`config.mk`:
```
export PLATFORM = sky130hd
export DESIGN_NAME = game_tick_scheduler
export DESIGN_NICKNAME = d
export VERILOG_FILES = /design/src/rtl/sched_pkg.sv /design/src/rtl/tick_prescaler.sv /design/src/rtl/game_tick_scheduler.sv
export SDC_FILE = /design/constraint.sdc
export NUM_CORES = 1
export LEC_CHECK = 0
export ABC_AREA = 0
export CORE_ASPECT_RATIO = 1.1
export CORE_MARGIN = 2
export CORE_UTILIZATION = 35
export DETAILED_ROUTE_END_ITERATION = 8
export GPL_ROUTABILITY_DRIVEN = 0
export HOLD_SLACK_MARGIN = 0.1
export PLACE_DENSITY = 0.62
export SYNTH_ARGS = -nofsm -noshare
export SYNTH_HDL_FRONTEND = slang
export SYNTH_SLANG_ARGS = --single-unit
```
`constraint.sdc`:
```
create_clock -name clk_base -period 4.6 [get_ports clk_base]
set_input_delay 0.46 -clock clk_base [delete_from_list [all_inputs] [get_ports clk_base]]
set_output_delay 0.46 -clock clk_base [all_outputs]
set_load 0.005 [all_outputs]
```
`src/rtl/sched_pkg.sv`:
```
// Shared types and the clamped mole-period function for the game tick scheduler.
package sched_pkg;

    localparam int unsigned LEVEL_W = 3;

    typedef enum logic [1:0] {
        ST_IDLE  = 2'd0,
        ST_RUN   = 2'd1,
        ST_PAUSE = 2'd2
    } sched_state_t;

    // The reduction is range-checked before subtracting, so the unsigned math never wraps.
    function automatic int unsigned mole_period(
        input logic [LEVEL_W-1:0] level,
        input int unsigned        max_ms,
        input int unsigned        step_ms,
        input int unsigned        min_ms
    );
        int unsigned red;
        red = 32'(level) * step_ms;
        if (red >= max_ms || (max_ms - red) < min_ms)
            return min_ms;
        return max_ms - red;
    endfunction

endpackage

```
`src/rtl/tick_prescaler.sv`:
```
// Wrapping counter with a runtime limit; tick flags the enabled cycle that completes a period.
module tick_prescaler #(
    parameter int unsigned DIV = 10
) (
    input  logic                       clk_base,
    input  logic                       rst,
    input  logic                       en,
    input  logic                       clr,
    input  logic [$clog2(DIV+1)-1:0]   lim,
    output logic                       tick
);

    localparam int unsigned W   = $clog2(DIV + 1);
    localparam logic [W-1:0] ONE = W'(1);

    logic [W-1:0] cnt;

    // Terminal count is combinational so it can enable a cascaded counter on the same edge.
    assign tick = en && (cnt == lim - ONE);

    always_ff @(posedge clk_base) begin
        if (rst || clr)
            cnt <= '0;
        else if (tick)
            cnt <= '0;
        else if (en)
            cnt <= cnt + ONE;
    end

endmodule

```
`src/rtl/game_tick_scheduler.sv`:
```
// Game timebase: 1 ms strobe and level-dependent mole strobe with run/pause control
// and a valid/ready level-change port applied only at mole boundaries.
module game_tick_scheduler
    import sched_pkg::*;
#(
    parameter int unsigned BASE_FREQ    = 30_000_000,
    parameter int unsigned TICK_HZ      = 1_000,
    parameter int unsigned MOLE_MS_MAX  = 1_000,
    parameter int unsigned MOLE_MS_STEP = 100,
    parameter int unsigned MOLE_MS_MIN  = 100
) (
    input  logic               clk_base,
    input  logic               rst,
    input  logic               run,
    input  logic               pause,
    input  logic               cfg_valid,
    input  logic [LEVEL_W-1:0] cfg_level,
    output logic               cfg_ready,
    output logic               ms_tick,
    output logic               mole_tick,
    output logic [LEVEL_W-1:0] active_level,
    output logic [1:0]         state
);

    localparam int unsigned PRESCALE = BASE_FREQ / TICK_HZ;
    localparam int unsigned PW       = $clog2(PRESCALE + 1);
    localparam int unsigned MW       = $clog2(MOLE_MS_MAX + 1);

    sched_state_t        st, st_next;
    logic                pending, pending_next;
    logic [LEVEL_W-1:0]  pending_level;
    logic                accept, counting, clr;
    logic                ms_wrap, mole_wrap;
    logic [MW-1:0]       period;

    assign accept   = cfg_valid && cfg_ready;
    assign counting = run && (st == ST_RUN);
    assign clr      = !run || (st == ST_IDLE);
    assign period   = MW'(mole_period(active_level, MOLE_MS_MAX, MOLE_MS_STEP, MOLE_MS_MIN));
    assign state    = st;

    tick_prescaler #(.DIV(PRESCALE)) u_ms (
        .clk_base (clk_base),
        .rst      (rst),
        .en       (counting),
        .clr      (clr),
        .lim      (PW'(PRESCALE)),
        .tick     (ms_wrap)
    );

    tick_prescaler #(.DIV(MOLE_MS_MAX)) u_mole (
        .clk_base (clk_base),
        .rst      (rst),
        .en       (ms_wrap),
        .clr      (clr),
        .lim      (period),
        .tick     (mole_wrap)
    );

    always_comb begin
        // NOTE: every output gets a default first so no path can infer a latch.
        st_next      = st;
        pending_next = pending;
        if (!run) begin
            st_next = ST_IDLE;
        end else begin
            case (st)
                ST_IDLE:  st_next = ST_RUN;
                ST_RUN:   if (pause)  st_next = ST_PAUSE;
                ST_PAUSE: if (!pause) st_next = ST_RUN;
                default:  st_next = ST_IDLE;
            endcase
        end

        // Stopping discards the request; a request on a mole edge waits for the next one.
        if (!run || st == ST_IDLE) begin
            pending_next = 1'b0;
        end else begin
            if (mole_wrap) pending_next = 1'b0;
            if (accept)    pending_next = 1'b1;
        end
    end

    // NOTE: sequential state uses non-blocking assignments so all registers update together.
    always_ff @(posedge clk_base) begin
        if (rst) begin
            st            <= ST_IDLE;
            pending       <= 1'b0;
            pending_level <= '0;
            active_level  <= '0;
            cfg_ready     <= 1'b1;
            ms_tick       <= 1'b0;
            mole_tick     <= 1'b0;
        end else begin
            st        <= st_next;
            pending   <= pending_next;
            cfg_ready <= (st_next == ST_IDLE) || !pending_next;
            ms_tick   <= ms_wrap;
            mole_tick <= mole_wrap;

            if (accept && st == ST_IDLE)
                active_level <= cfg_level;
            else if (mole_wrap && pending)
                active_level <= pending_level;

            if (accept && st != ST_IDLE)
                pending_level <= cfg_level;
        end
    end

endmodule

```
# --- Word-level counts from Yosys, hierarchy flattened ---
# Index checks and enable logic that the tools add are counted.
word_totals:
  output_inout_bits: 8
  in_bits: 8
  regBits: 37
  word_cells: 51
classes:
  mux: 12
  n_mul: 1
  addsub: 4
  n_reduce_logical: 19
  n_eq_ne: 4
  n_lt_le_gt_ge: 2
op_table:
  columns: ["op", "count"]
  rows:
  - ["< comparator 32 x 7 -> 1 bit (second input constant)", 1]
  - ["adder 15 x 1 -> 15 bit (second input constant)", 1]
  - ["== test 15 bit (second input constant)", 1]
  - ["subtractor 10 x 10 -> 11 bit (first input constant)", 1]
  - ["adder 10 x 1 -> 10 bit (second input constant)", 1]
  - ["== test 10 bit", 1]
  - [">= comparator 10 bit (second input constant)", 1]
  - ["two-way mux 10 bit", 1]
  - ["subtractor 10 x 1 -> 10 bit (second input constant)", 1]
  - ["multiplier 3 x 5 -> 8 bit (second input constant)", 1]
  - ["logical AND 1 bit", 7]
  - ["two-way mux 7 bit", 1]
  - ["two-way mux 2 bit", 3]
  - ["two-way mux 3 bit", 2]
  - ["case mux 2 bit (3 select lines)", 1]
  - ["zero test 2 bit", 2]
  - ["logical OR 1 bit", 4]
  - ["two-way mux 1 bit", 4]
  - ["nonzero test 2 bit", 2]
  - ["OR reduction 2 bit", 2]
  - ["== test 2 x 1 -> 1 bit (second input constant)", 1]
  - ["== test 2 bit (second input constant)", 1]
  - ["zero test 1 bit", 2]

# --- Logic depth before layout (Yosys ltp) ---
# Gate-level depths: netlist (run 1).
logic_depth:
  depth_word: 14
  depth_mapped: 18
  depth_no_buf: 17

# --- By module ---
# A second synthesis (run 1) with hierarchy kept.
unflattened:
  hier_cells: 324
  hier_area_um2: 2847.7
modules_own_cells:
  columns: ["mod", "instances", "cells_per_inst", "seq_area_each_um2", "area_each_um2"]
  rows:
  - ["tick_prescaler at u_ms", 1, 137, 300.3, 1163.6]
  - ["tick_prescaler at u_mole", 1, 99, 200.2, 878.3]
  - ["game_tick_scheduler", 1, 88, 240.2, 805.8]

# --- Worst setup path after synthesis (run 1) ---
# No wires, ideal clock.
synth_timing:
  path_type: "register to register"
  start: "reg active_level[2]"
  end: "reg active_level[0]"
  t_arrival_ns: 3.853
  period_less_slack_ns: 3.944
  setup_time_ns: 0.091
  path_buffers: 1
  required_ns: 4.509
  stages_incl_launch_ff: 19
  path_slack_ns: 0.656
  cell_sequence: "dfxtp_1 -> inv_1 -> ha_1 -> ha_1 -> inv_1 -> and3_1 -> or2_0 -> buf_2 -> a31oi_1 -> nand2_1 -> ha_1 -> inv_1 -> a211oi_2 -> xor2_1 -> or3_1 -> a211oi_2 -> o32a_4 -> nand4_1 -> a311oi_1"
synth_via:
  elab_chain_len: 11
  word_cells_on_any_way: 13
  cone_classes: "add/sub (2); mul (1); order compare (2); eq/ne (1); mux (3); reduce/logical (4)"
synth_rtl:
  columns: ["item", "line", "source"]
  rows:
  - ["from (decl)", "game_tick_scheduler.sv:21", "output logic [LEVEL_W-1:0] active_level,"]
  - ["from (signal assigned)", "game_tick_scheduler.sv:102", "active_level <= cfg_level;"]
  - ["from (signal assigned)", "game_tick_scheduler.sv:104", "active_level <= pending_level;"]
  - ["multiplier 3 x 5 -> 8 bit *", "sched_pkg.sv:20", "red = 32'(level) * step_ms;"]
  - ["subtractor 10 x 10 -> 11 bit", "sched_pkg.sv:23", "return max_ms - red;"]
  - ["< comparator 32 x 7 -> 1 bit", "sched_pkg.sv:21", "if (red >= max_ms || (max_ms - red) < min_ms)"]
  - ["logical OR 1 bit", "sched_pkg.sv:21", null]
  - ["two-way mux 1 bit / two-way mux 7 bit (equally long branches)", "sched_pkg.sv:21", null]
  - ["two-way mux 10 bit *", "sched_pkg.sv:23", null]
  - ["subtractor 10 x 1 -> 10 bit *", "tick_prescaler.sv:19", "assign tick = en && (cnt == lim - ONE);"]
  - ["== test 10 bit *", "tick_prescaler.sv:19", null]
  - ["logical AND 1 bit *", "tick_prescaler.sv:19", null]
  - ["logical AND 1 bit *", "game_tick_scheduler.sv:103", "else if (mole_wrap && pending)"]
  - ["nonzero test 2 bit (no source line) *", null, null]
# Mark *: on every way between the ends. The rest lies on a longest branch, timed or not.
# A chain may end at the register's enable or synchronous reset.

# --- Final worst setup path (run 1) ---
layout_timing:
  start: "reg active_level[1]"
  end: "reg u_mole.cnt[1]"
layout_via:
  elab_chain_len: 10
  word_cells_on_any_way: 12
  cone_classes: "add/sub (2); mul (1); order compare (2); eq/ne (1); mux (3); reduce/logical (3)"
layout_rtl:
  columns: ["item", "line", "source"]
  rows:
  - ["multiplier 3 x 5 -> 8 bit *", "sched_pkg.sv:20", null]
  - ["subtractor 10 x 10 -> 11 bit", "sched_pkg.sv:23", null]
  - ["< comparator 32 x 7 -> 1 bit", "sched_pkg.sv:21", null]
  - ["logical OR 1 bit", "sched_pkg.sv:21", null]
  - ["two-way mux 1 bit / two-way mux 7 bit (equally long branches)", "sched_pkg.sv:21", null]
  - ["two-way mux 10 bit *", "sched_pkg.sv:23", null]
  - ["subtractor 10 x 1 -> 10 bit *", "tick_prescaler.sv:19", null]
  - ["== test 10 bit *", "tick_prescaler.sv:19", null]
  - ["logical AND 1 bit *", "tick_prescaler.sv:19", null]
  - ["OR reduction 2 bit (no source line) *", null, null]
  - ["to (signal assigned)", "tick_prescaler.sv:27", "cnt <= cnt + ONE;"]
  - ["to (decl)", "tick_prescaler.sv:16", "logic [W-1:0] cnt;"]
# Marked as above.

==> results of run 1 <==
==> power by group through the flow <==
| stage | Clock, mW | Sequential (mW) | Combinational [mW] |
|---|---|---|---|
| after floorplan | 0 | 0.338 | 0.113 |
| after global routing | 0.252 | 0.330 | 0.165 |
| final | 0.228 | 0.329 | 0.149 |
| after CTS | 0.238 | 0.329 | 0.148 |
| after detailed placement | 0 | 0.337 | 0.147 |
| after global placement | 0 | 0.337 | 0.145 |
==> state kept, by name, indices dropped and copies added (netlist names) <==
signal / cells
active_level: 3
cfg_ready: 1
mole_tick: 1
ms_tick: 1
pending: 1
pending_level: 3
state: 2
u_mole.cnt: 10
u_ms.cnt: 15
==> critical path, cell delays in order (launching register included) <==
cell	delay [ns]
dfxtp_1	0.43
inv_1	0.16
ha_1	0.36
ha_1	0.22
xor2_1	0.37
nor4b_2	0.31
a31o_2	0.23
a31oi_2	0.08
nand2_1	0.11
ha_1	0.18
inv_1	0.05
a211oi_2	0.20
xor2_1	0.11
or3_1	0.37
a211oi_2	0.28
o32ai_1	0.15
o21ai_2	0.37
nor2_1	0.09
==> repair_timing <==
item / in CTS / in global routing
hold buffers: 0 / 0
setup endpoints to repair: 0 / 11
endpoints found under the hold margin: 0 / 0
gates resized for setup: 0 / 2
==> cells by family after synthesis <==
| kind of cell | Yosys count | synth area share |
|---|---|---|
| flops | 37 | 0.3090 |
| simple gates | 120 | 0.2751 |
| xor+xnor | 34 | 0.1362 |
| fa+ha+maj | 13 | 0.06785 |
| buf+inv | 18 | 0.04019 |
| mux | 5 | 0.02088 |
| compound gates | 42 | 0.1508 |
==> path summary, 6_finish.rpt <==
check	startpoint	to	slack, ns	cells past startpoint
max	active_level[1]$_SDFFE_PP0P_	u_mole.cnt[1]$_SDFFE_PP0P_	0.38	17
min	pending_level[2]$_SDFFE_PP0P_	active_level[2]$_SDFFE_PP0P_	0.51	2
max reg2reg	active_level[1]$_SDFFE_PP0P_	u_mole.cnt[1]$_SDFFE_PP0P_	0.38	17
min reg2reg	pending_level[2]$_SDFFE_PP0P_	active_level[2]$_SDFFE_PP0P_	0.51	2
==> cells in the final DEF (no fill, tap or decap), types with 5 or more instances in the layout <==
master	Yosys	layout
mux2i_1	5	5
nand4_1	7	7
ha_1	13	13
inv_1	10	10
nor3_1	7	7
clkbuf_8	0	5
xor2_1	17	16
nor2_1	46	46
a21oi_1	5	5
nand2_1	16	16
xnor2_1	14	14
nand3_1	11	11
clkdlybuf4s50_1	0	15
dfxtp_1	37	37
o21ai_0	6	6
==> metrics by stage <==
stage	setup WS [ns]	utilization	cell area [sq um]	std cells
3_3_place_gp	0.4679	0.3975	2621	362
5_1_grt	0.002607	0.4135	2726	370
2_1_floorplan	0.6559	-	2397	269
3_5_place_dp	0.3300	0.3975	2621	362
4_1_cts	0.3048	0.4114	2713	370
6_report	0.3829	0.4135	2726	370
==> layer usage <==
metal	GRT usage	vias up	wire (microns)
li1	-	990	-
met4	0.04918	0	62
met3	0.03016	4	119
met1	0.1672	904	2338
met5	0	-	0
met2	0.2392	23	2317
==> layout make-up <==
class | count | area, sq um | share of cell area
inverter | 10 | 37.54 | 0.01377
clock inverter | 3 | 22.52 | 0.008261
clock buffer | 5 | 68.82 | 0.02524
sequential | 37 | 740.7 | 0.2717
tap | 82 | 102.6 | 0.03763
timing repair buffer | 19 | 180.2 | 0.06609
multi-input combinational | 214 | 1574 | 0.5773
==> flow_summary.ini, run 1 <==
[timing]
fin_crit_sh = 0.9168
worstMarginPinSlew_ns = 0.6413
fin_crit_ns = 4.217
drv_slew = 0
hold_viol_final = 0
rsz0062_at_grt = no
report.final.setup_viol = 0
tns_ns = 0
slew_headroom = 0.5679
worst_hold_slack_ns = 0.5051
max_freq_ghz = 0.2371
fin_skew_ns = 0.006364

[routing]
drc_errors = 0
dr.pass1.iters = 4
ant_nets = 0
routedWlPerCell_microns = 13.07
drt-total-wl_microns = 4837
first_iter_violations = 66
vias = 1921
viasPerCell = 5.192

[logic_synthesis]
synth_flop_cell = dfxtp_1
yosys-top-cells-area = dfxtp_1 (31%), nor2_1 (7.2%), ha_1 (6.8%)
synth_edf_count = 0
synth_top_cell_area_share = 0.3090
synth.most_common_cell = nor2_1
ys_types = 60
synth_area_sq_um = 2397
syn_inst = 269
ys_ff_latch = 37
synth_area_per_cell_sq_um = 8.912
yosysTopAreaCell = dfxtp_1
synthTopCellsByCount = nor2_1 (46), dfxtp_1 (37), xor2_1 (17), nand2_1 (16), xnor2_1 (14)
syn-num-nets = 290
synthArstFlopShare = 0
ys_seq_area_frac = 0.3090
yosysWarnings = 0

[clocking]
clkSinkCount = 37
numCtsBuffers = 5
cts.path.max_buffers = 2
worstSkewPairLatency_ns = 0.29
cts_root_buffer = clkbuf_8
clk_pin_slew_worst_paths_ns = 0.08
h-tree-depth = 2
cts_setup_buffers = 0
cts_tree = yes

[power]
pwr_density_cell_nw_per_um2 = 258.9
switchingPower_mw = 0.2090
leakage_nw = 0.9577
power_frac_clock = 0.323
p_total_mw = 0.7059
sequentialPowerShare = 0.466
power_frac_comb = 0.211
switching_share = 0.2961
ir_drop_v = 0.0002069
intPower_mw = 0.4969

[global_routing]
grt_pass1_vias = 1874
grt_max_degree = 16
gr-total-overflow = 0
antenna_found_initial = 0
grt_usage = 0.1380
grt_pass1_wl_microns = 8611

[critical_path]
worst_setup_path_end_kind = flop
crit_type = reg -> reg
crit_path_max_fanout = 10
critPathRequiredTime_ns = 4.76
cp-start-kind = flop
arrival_ns = 4.38

[placement]
hpwl_microns = 3673
portBuffers = 15

[final_layout]
synthToLayoutAreaGrowth_pct = 13.73
drive_above_1_share = 0.1285
diodes = 0
fin_nets = 308
fill_cells = 663

[die]
start_util = 0.3636
core_area_sq_um = 6594
num_rows = 31
dieWidth_microns = 82.91
die_area_sq_um = 7528
die_h_microns = 90.80
boundaryPins = 16

[flow_run]
max_cap_viol_count = 0

[run_status]
status = finished, final reports clean

[hold_path]
hold_class = reg -> reg
No activity file was read; power rests on OpenSTA's default activity.
==> inputs of run 2 (changes only) <==
- CTS_CLUSTER_SIZE: not set -> 28
==> results of run 2 <==
The final DEF is identical to that of run 1; final timing and power are the same.
